[config.mk]
export PLATFORM = sky130hd
export DESIGN_NAME = instr_fetch_unit
export DESIGN_NICKNAME = d
export VERILOG_FILES = /design/src/rtl/ifu_pkg.sv /design/src/rtl/ifu_fetch_fifo.sv /design/src/rtl/instr_fetch_unit.sv
export SDC_FILE = /design/constraint.sdc
export NUM_CORES = 1
export LEC_CHECK = 0
export BUFFER_PORTS_ARGS = -buffer_cell sky130_fd_sc_hd__clkbuf_2
export CAP_MARGIN = 20
export CORE_AREA = 2 2 168 170
export CTS_CLUSTER_DIAMETER = 60
export DETAILED_ROUTE_END_ITERATION = 8
export DIE_AREA = 0 0 170 172
export HOLD_SLACK_MARGIN = 0.15
export PLACE_DENSITY = 0.59
export SETUP_SLACK_MARGIN = 0.1
export SYNTH_ARGS = -nofsm -noshare
export SYNTH_HDL_FRONTEND = slang
export SYNTH_SLANG_ARGS = --single-unit
[constraint.sdc]
create_clock -name clk -period 4.7 [get_ports clk]
set_input_delay 0.705 -clock clk [delete_from_list [all_inputs] [get_ports clk]]
set_output_delay 0.705 -clock clk [all_outputs]
set_load 0.05 [all_outputs]
[src/rtl/ifu_pkg.sv]
// Shared types and constants for the instruction fetch unit.
package ifu_pkg;

  localparam int XLEN = 32;

  localparam logic [XLEN-1:0] NOP_INSN  = 32'h0000_0013;
  localparam logic [XLEN-1:0] HALT_INSN = 32'h0000_0063;
  localparam logic [XLEN-1:0] MRET_INSN = 32'h3020_0073;

  typedef struct packed {
    logic [XLEN-1:0] pc;
    logic [XLEN-1:0] instr;
  } fetch_entry_t;

endpackage

[src/rtl/ifu_fetch_fifo.sv]
// Synchronous FIFO of fetched {pc, instr} entries with single-cycle flush.
// DEPTH must be a power of two (>= 2) so pointers wrap by natural overflow.
module ifu_fetch_fifo
  import ifu_pkg::*;
#(
  parameter int DEPTH = 2
) (
  input  logic         clk,
  input  logic         reset,
  input  logic         push,
  input  logic         pop,
  input  logic         flush,
  input  fetch_entry_t wr_data,
  output fetch_entry_t rd_data,
  output logic         full,
  output logic         empty
);

  localparam int PW = $clog2(DEPTH);
  localparam int CW = PW + 1;

  fetch_entry_t    mem_q [DEPTH];
  logic [PW-1:0]   wr_ptr_q, wr_ptr_d;
  logic [PW-1:0]   rd_ptr_q, rd_ptr_d;
  logic [CW-1:0]   count_q, count_d;
  logic            do_push, do_pop;

  assign full    = (count_q == CW'(DEPTH));
  assign empty   = (count_q == '0);
  assign rd_data = mem_q[rd_ptr_q];

  always_comb begin
    do_push  = push && (!full || pop);
    do_pop   = pop && !empty;
    wr_ptr_d = wr_ptr_q;
    rd_ptr_d = rd_ptr_q;
    count_d  = count_q;
    if (flush) begin
      wr_ptr_d = '0;
      rd_ptr_d = '0;
      count_d  = '0;
    end else begin
      if (do_push) wr_ptr_d = wr_ptr_q + PW'(1);
      if (do_pop)  rd_ptr_d = rd_ptr_q + PW'(1);
      if (do_push && !do_pop)      count_d = count_q + CW'(1);
      else if (!do_push && do_pop) count_d = count_q - CW'(1);
    end
  end

  always_ff @(posedge clk) begin
    if (reset) begin
      wr_ptr_q <= '0;
      rd_ptr_q <= '0;
      count_q  <= '0;
    end else begin
      wr_ptr_q <= wr_ptr_d;
      rd_ptr_q <= rd_ptr_d;
      count_q  <= count_d;
    end
  end

  // NOTE: storage is deliberately not reset; the count gates every read, so stale data is never exposed.
  always_ff @(posedge clk) begin
    if (do_push && !flush) mem_q[wr_ptr_q] <= wr_data;
  end

endmodule

[src/rtl/instr_fetch_unit.sv]
// Instruction fetch: PC sequencing, redirect/trap/mret control, fetch buffer to decode.
// Optional macro IFU_HALT_DETECT_EN stops fetching after a beq x0,x0,0 self-loop.
module instr_fetch_unit
  import ifu_pkg::*;
#(
  parameter logic [31:0] RESET_PC   = 32'h0000_0000,
  parameter logic [31:0] TRAP_VEC   = 32'h0000_004C,
  parameter int          FIFO_DEPTH = 2
) (
  input  logic        clk,
  input  logic        reset,
  output logic [31:0] imem_pc,
  input  logic [31:0] imem_instr,
  output logic        if_valid,
  input  logic        if_ready,
  output logic [31:0] if_instr,
  output logic [31:0] if_pc,
  input  logic        redirect_valid,
  input  logic [31:0] redirect_pc,
  input  logic        trap_req,
  input  logic [31:0] trap_pc,
  input  logic        mret_req,
  output logic [31:0] mepc,
  output logic        halted
);

  logic [31:0]  fetch_pc_q, fetch_pc_d;
  logic [31:0]  mepc_q, mepc_d;
  logic [31:0]  last_pc_q, last_pc_d;
  logic         push, pop, flush, full, empty, halt_block;
  fetch_entry_t head, wr_entry;

  ifu_fetch_fifo #(.DEPTH(FIFO_DEPTH)) u_fifo (
    .clk     (clk),
    .reset   (reset),
    .push    (push),
    .pop     (pop),
    .flush   (flush),
    .wr_data (wr_entry),
    .rd_data (head),
    .full    (full),
    .empty   (empty)
  );

  assign imem_pc  = fetch_pc_q;
  assign mepc     = mepc_q;
  assign if_valid = !empty;
  assign if_instr = empty ? NOP_INSN : head.instr;
  assign if_pc    = empty ? last_pc_q : head.pc;
  assign wr_entry = '{pc: fetch_pc_q, instr: imem_instr};

  // Priority: trap > mret > redirect > sequential fetch.
  always_comb begin
    pop        = if_valid && if_ready;
    flush      = trap_req || mret_req || (redirect_valid && !halt_block);
    push       = !flush && !halt_block && (!full || pop);
    fetch_pc_d = fetch_pc_q;
    mepc_d     = mepc_q;
    if (trap_req) begin
      fetch_pc_d = TRAP_VEC;
      mepc_d     = trap_pc;
    end else if (mret_req) begin
      fetch_pc_d = mepc_q;
    end else if (redirect_valid && !halt_block) begin
      fetch_pc_d = {redirect_pc[31:2], 2'b00};
    end else if (push) begin
      fetch_pc_d = fetch_pc_q + 32'd4;
    end
    last_pc_d = empty ? last_pc_q : head.pc;
  end

  always_ff @(posedge clk) begin
    if (reset) begin
      fetch_pc_q <= RESET_PC;
      mepc_q     <= '0;
      last_pc_q  <= '0;
    end else begin
      fetch_pc_q <= fetch_pc_d;
      mepc_q     <= mepc_d;
      last_pc_q  <= last_pc_d;
    end
  end

`ifdef IFU_HALT_DETECT_EN
  logic halted_q, halted_d;

  // The halting entry itself is still pushed; only later fetches are blocked.
  always_comb begin
    halted_d = halted_q;
    if (trap_req || mret_req)                halted_d = 1'b0;
    else if (push && imem_instr == HALT_INSN) halted_d = 1'b1;
  end

  always_ff @(posedge clk) begin
    if (reset) halted_q <= 1'b0;
    else       halted_q <= halted_d;
  end

  assign halt_block = halted_q;
  assign halted     = halted_q;
`else
  assign halt_block = 1'b0;
  assign halted     = 1'b0;
`endif

endmodule
; ---- Yosys cells after proc, flatten, opt, wreduce, memory -nomap -nowiden
; Memory sizes are Yosys's and may differ from the RTL's. A register that Yosys moved wholly into a read port is not among the register bits.
; Cells that the tools add are included.
[totals]
ramBits = 128
word_cells = 47
memories = 1
input_bits = 102
regBits = 100
[memory_table]
columns = name, depth, width, rd, rd_ports_with_merged_regs, write_ports, line_no
row1 = u_fifo.mem_q, 2, 64, 1, 1, 1, ifu_fetch_fifo.sv:22  ; fetch_entry_t mem_q [DEPTH];
[op_classes]
mux = 12
n_reduce_logical = 21
addsub = 5
n_eq_ne = 1
[op_table]
columns = operator, count
row1 = $mux 32, 5
row2 = $add 32x3->32 const B, 1
row3 = $logic_and 1x1->1, 7
row4 = $mux 7, 1
row5 = $logic_not 1->1, 5
row6 = $mux 1, 4
row7 = $mux 2, 2
row8 = $reduce_bool 4->1, 1
row9 = $reduce_or 2->1, 2
row10 = $logic_or 1x1->1, 3
row11 = $reduce_bool 3->1, 1
row12 = $add 1x1->1 const B, 2
row13 = $add 2x1->2 const B, 1
row14 = $eq 2x2->1 const B, 1
row15 = $logic_not 2->1, 1
row16 = $reduce_bool 2->1, 1
row17 = $sub 2x1->2 const B, 1

; ---- Depth between registers and ports, before layout
[logic_depth]
depth_word = 10
mapped_depth = 8
ltp_nobuf = 8

; ---- Modules after synthesis
; From an unflattened synthesis, not the netlist that was laid out.
[hier_totals]
hier_cells = 780
hier_area_um2 = 9801.9
[modules_own_cells]
columns = mod, area_each_um2, n_inst, cells_per_inst, seq_area_each_um2
row1 = instr_fetch_unit, 4924.7, 1, 554, 1921.8
row2 = ifu_fetch_fifo, 4877.2, 1, 226, 3943.8

; ---- Least setup slack after synthesis
; No wires, ideal clock.
[synth_timing]
path_kind = input-to-reg
startpoint = input port redirect_valid
endpoint = memory u_fifo.mem_q[0][0] (netlist name) (enable)
cell_stages = 4
path_buffers = 1
setup_slack_ns = 0.321
t_arrival_ns = 3.893
cell_sequence = clkbuf_1 > nor2_1 > nand2_1 > nor2_1
[synth_via]
elab_chain_cells = 7
[synth_lines]
columns = item, line_no
row1 = "start, declared", instr_fetch_unit.sv:18  ; input logic redirect_valid,
row2 = $logic_or 1x1->1 *, instr_fetch_unit.sv:55  ; flush = trap_req || mret_req || (redirect_valid && !halt_block);
row3 = $logic_not 1->1 *, "ifu_fetch_fifo.sv:64, instr_fetch_unit.sv:56"
row4 = $logic_and 1x1->1, instr_fetch_unit.sv:56  ; push = !flush && !halt_block && (!full || pop);
row5 = $logic_and 1x1->1, ifu_fetch_fifo.sv:33  ; do_push = push && (!full || pop);
row6 = $logic_and 1x1->1 *, ifu_fetch_fifo.sv:64  ; if (do_push && !flush) mem_q[wr_ptr_q] <= wr_data;
row7 = $mux 1 *, ifu_fetch_fifo.sv:64
row8 = $mux 1 (not written as such) *, ifu_fetch_fifo.sv:64
row9 = "end, declared", ifu_fetch_fifo.sv:22
; Every way passes the cells marked *; elsewhere a longest branch is shown, timed or not.

==> reports/metrics.csv <==
stage,metric,value,unit
final_layout,Post-layout nets,1127,
clocking,Num CTS Buffers,27,
sta,final hold vios,0,
yosys,Yosys reg bits,229,
global_routing,Overflow after GRT,0,
power_and_ir_drop,Net Switching,1.09,mW
clocking,"Clk pin slew, worst setup/hold paths",0.06,ns
yosys,multiplexer share of the synthesized area,10.7,%
final_layout,fraction of layout cells with a size suffix above 1,28.4,%
routing,WL per Instance,17.4,µm
setup_path,WP data required,3.99,ns
yosys,combinational family with the most area after synthesis,simple AND/OR/NAND/NOR gates,
routing,DRC Markers,0,
yosys,post-synthesis compound-gate area fraction,9.15,%
setup_path,critical path type,reg2out,
clocking,Max Root-Sink Buffers,3,
sta,worst hold margin,0.368,ns
final_layout,"commonest cells after routing, fill and taps aside","clkbuf_2 (228), edfxtp_1 (128), mux2i_1 (101)",
die,# IOs,232,
power_and_ir_drop,P_leak,4.53,nW
final_layout,post-route insts no fill,1390,
sta,Max-slew headroom,23.6,%
routing,Detailed Routing Iterations Pass 1,5,
sta,Period minus WS final,3.31,ns
yosys,number of flops mapped to enable cells by yosys,128,
routing,Routed WL,24.2,mm
sta,"Slew Viols, Final",0,
final_layout,ANT cells,0,
power_and_ir_drop,Comb pwr share,8.2,%
final_layout,fin util,42.8,%
power_and_ir_drop,Power Density,377,mW/mm²
die,Die ar.,0.0292,mm²
yosys,Gate Count Post-Synth,802,
placement,Inst Count DP,1340,
yosys,"area leader, netlist",edfxtp_1,
power_and_ir_drop,P_int,3.34,mW
clocking,PostCTS Resize Cnt,0,
routing,vias,6917,
yosys,Synth Area in Simple Gates,13.3,%
final_layout,Layout area overhead,24.7,%
yosys,register area share after synthesis,62.3,%
routing,Initial DRC Count,348,
clocking,CTS Sinks,229,
placement,Port-buffer cells,228,
sta,Max Fclk,0.302,GHz
clocking,root buffer cell,clkbuf_16,
yosys,Synth top area share,40.8,%
global_routing,initial antenna violation count,0,
power_and_ir_drop,Net Sw Frac,24.6,%
die,Initial Utilization,34.3,%
sta,post-route setup TNS,0,ns
die,Core ar.,0.0275,mm²
die,die width,170,µm
flow_run,max_cap viols,0,
worst_hold_path,Hold Crit Class,in2reg,
yosys,Synth area leaders,"edfxtp_1 (41%), dfxtp_1 (21%), mux2i_1 (11%), nor2_1 (3.5%), o21ai_0 (2.7%)",
placement,DP Area,0.0110,mm²
clocking,Post-CTS Setup Inserts,0,
yosys,area of the mapped netlist,0.00942,mm²
sta,Clock Skews,0.0148,ns
global_routing,largest net degree at the start of global routing,42,
die,Die Y,172,µm
setup_path,CP Capture Type,output port,
yosys,Main synth FF type,edfxtp_1,
setup_path,startpoint types,flop,
power_and_ir_drop,Seq pwr share,49.8,%
clocking,count of hold buffers inserted by post-cts repair,0,
power_and_ir_drop,Clock power frac,42.0,%
setup_path,CP Data Arrival Time,2.60,ns
sta,slew of the pin with the lowest slew margin,1.15,ns
global_routing,gr usage total,16.0,%
routing,Routed Antenna Nets,0,
yosys,post-synthesis xor/xnor area fraction,1.39,%
final_layout,"commonest non-fill, non-tap cell in the layout",clkbuf_2,
clocking,depth of the CTS H-tree,1,
die,Rows,61,
global_routing,first-pass GRT wire length,36.3,mm
final_layout,design area,0.0117,mm²
clocking,TritonCTS clock tree,built,
yosys,synthesized-area fraction occupied by adder cells,0.266,%
routing,via/cell ratio,4.98,
yosys,Netlist cell types,55,
yosys,ys async rst share,0,%
yosys,"Avg Cell Area, Syn",11.7,µm²
yosys,yosys warns,0,
outcome,status,completed,
sta,unrepaired setup endpoints after global routing,false,
setup_path,CP Max Fanout,36,
clocking,clock latency on the worst-skew pair,0.53,ns
global_routing,number of global-route vias before repair,6365,
placement,Placer Congestion,0.802,
sta,Final setup violation count,0,
placement,DP HPWL,16.7,mm
power_and_ir_drop,VDD IR max,0.000200,V
sta,final worst path period share,70.4,%
yosys,Synthesized Nets,906,
==> synthesized netlist by cell type (all sizes together), types with 5 or more instances <==
library cell and n:
o21ai 50, nand3 14, nor2 90, nand4 19, xor2 10, a31oi 9
nor2b 34, xnor2 5, and3 6, edfxtp 128, mux2i 101, and4 6
buf 20, inv 13, a21oi 20, a22oi 12, nor3 15, clkbuf 33
o211ai 6, a211oi 7, dfxtp 101, nand2 55
==> area by class of cell <==
class / instances / area, µm²
clock buffer: 36 / 709
sequential: 229 / 5870
tap: 346 / 433
clock inverter: 14 / 86.3
timing repair buffer: 245 / 1290
multi-input combinational: 507 / 3310
fill: 2630 / 15700
inverter: 13 / 48.8
==> kinds of logic after synthesis <==
| family | after synthesis |
|---|---|
| simple gates | 254 |
| fa+ha+maj | 2 |
| xor+xnor | 15 |
| compound gates | 134 |
| buf+inv | 66 |
| mux | 101 |
| other cells | 1 |
| flops | 229 |
==> worst max-delay path: stages (launching register included) <==
cell and delay, ns:
dfxtp_4 0.79, buf_4 0.56, mux2i_1 0.15, o21ai_0 0.22, clkbuf_2 0.33
==> power by group through the flow <==
stage | registers (mW) | logic [mW] | clock network, mW
6_report | 2.21 | 0.363 | 1.86
5_1_grt | 2.21 | 0.393 | 2.01
4_1_cts | 2.21 | 0.367 | 1.92
3_5_place_dp | 2.25 | 0.366 | 0
3_3_place_gp | 2.25 | 0.362 | 0
2_1_floorplan | 2.32 | 0.155 | 0
==> layer usage <==
metal | up-vias | GRT usage, % | part of all wire [%]
met1 | 3246 | 21.6 | 46
met2 | 240 | 26.2 | 45
li1 | 3398 | - | -
met4 | 0 | 3.72 | 1.5
met3 | 33 | 3.75 | 7.4
met5 | - | 0 | 0
==> state kept, by name, indices dropped and copies added (netlist names), named ones only <==
register,cells
u_fifo.mem_q,128
imem_pc,32
last_pc_q,32
mepc,32
u_fifo.count_q,2
u_fifo.rd_ptr_q,1
u_fifo.wr_ptr_q,1
==> per-stage QoR <==
step                worst slack [ns]  power (mW)
finish                          1.39        4.43
global placement                1.71        2.61
CTS                             1.32        4.49
detailed placement              1.71        2.61
global route                    1.22        4.61
floorplan                      0.321        2.48
==> final timing paths <==
path	end	cells after the start	slack, ns	startpoint
worst max-delay path	if_pc[19]	4	1.39	flop
worst min-delay path	u_fifo.mem_q[0][9]$_DFFE_PP_	1	0.37	imem_instr[9]
worst max register to register	u_fifo.count_q[1]$_SDFFE_PP0P_	7	2.17	u_fifo.count_q[1]$_SDFFE_PP0P_
worst min register to register	flop	2	0.50	u_fifo.rd_ptr_q$_SDFFE_PP0P_
Note: power is estimated with default switching activity, not from simulation.
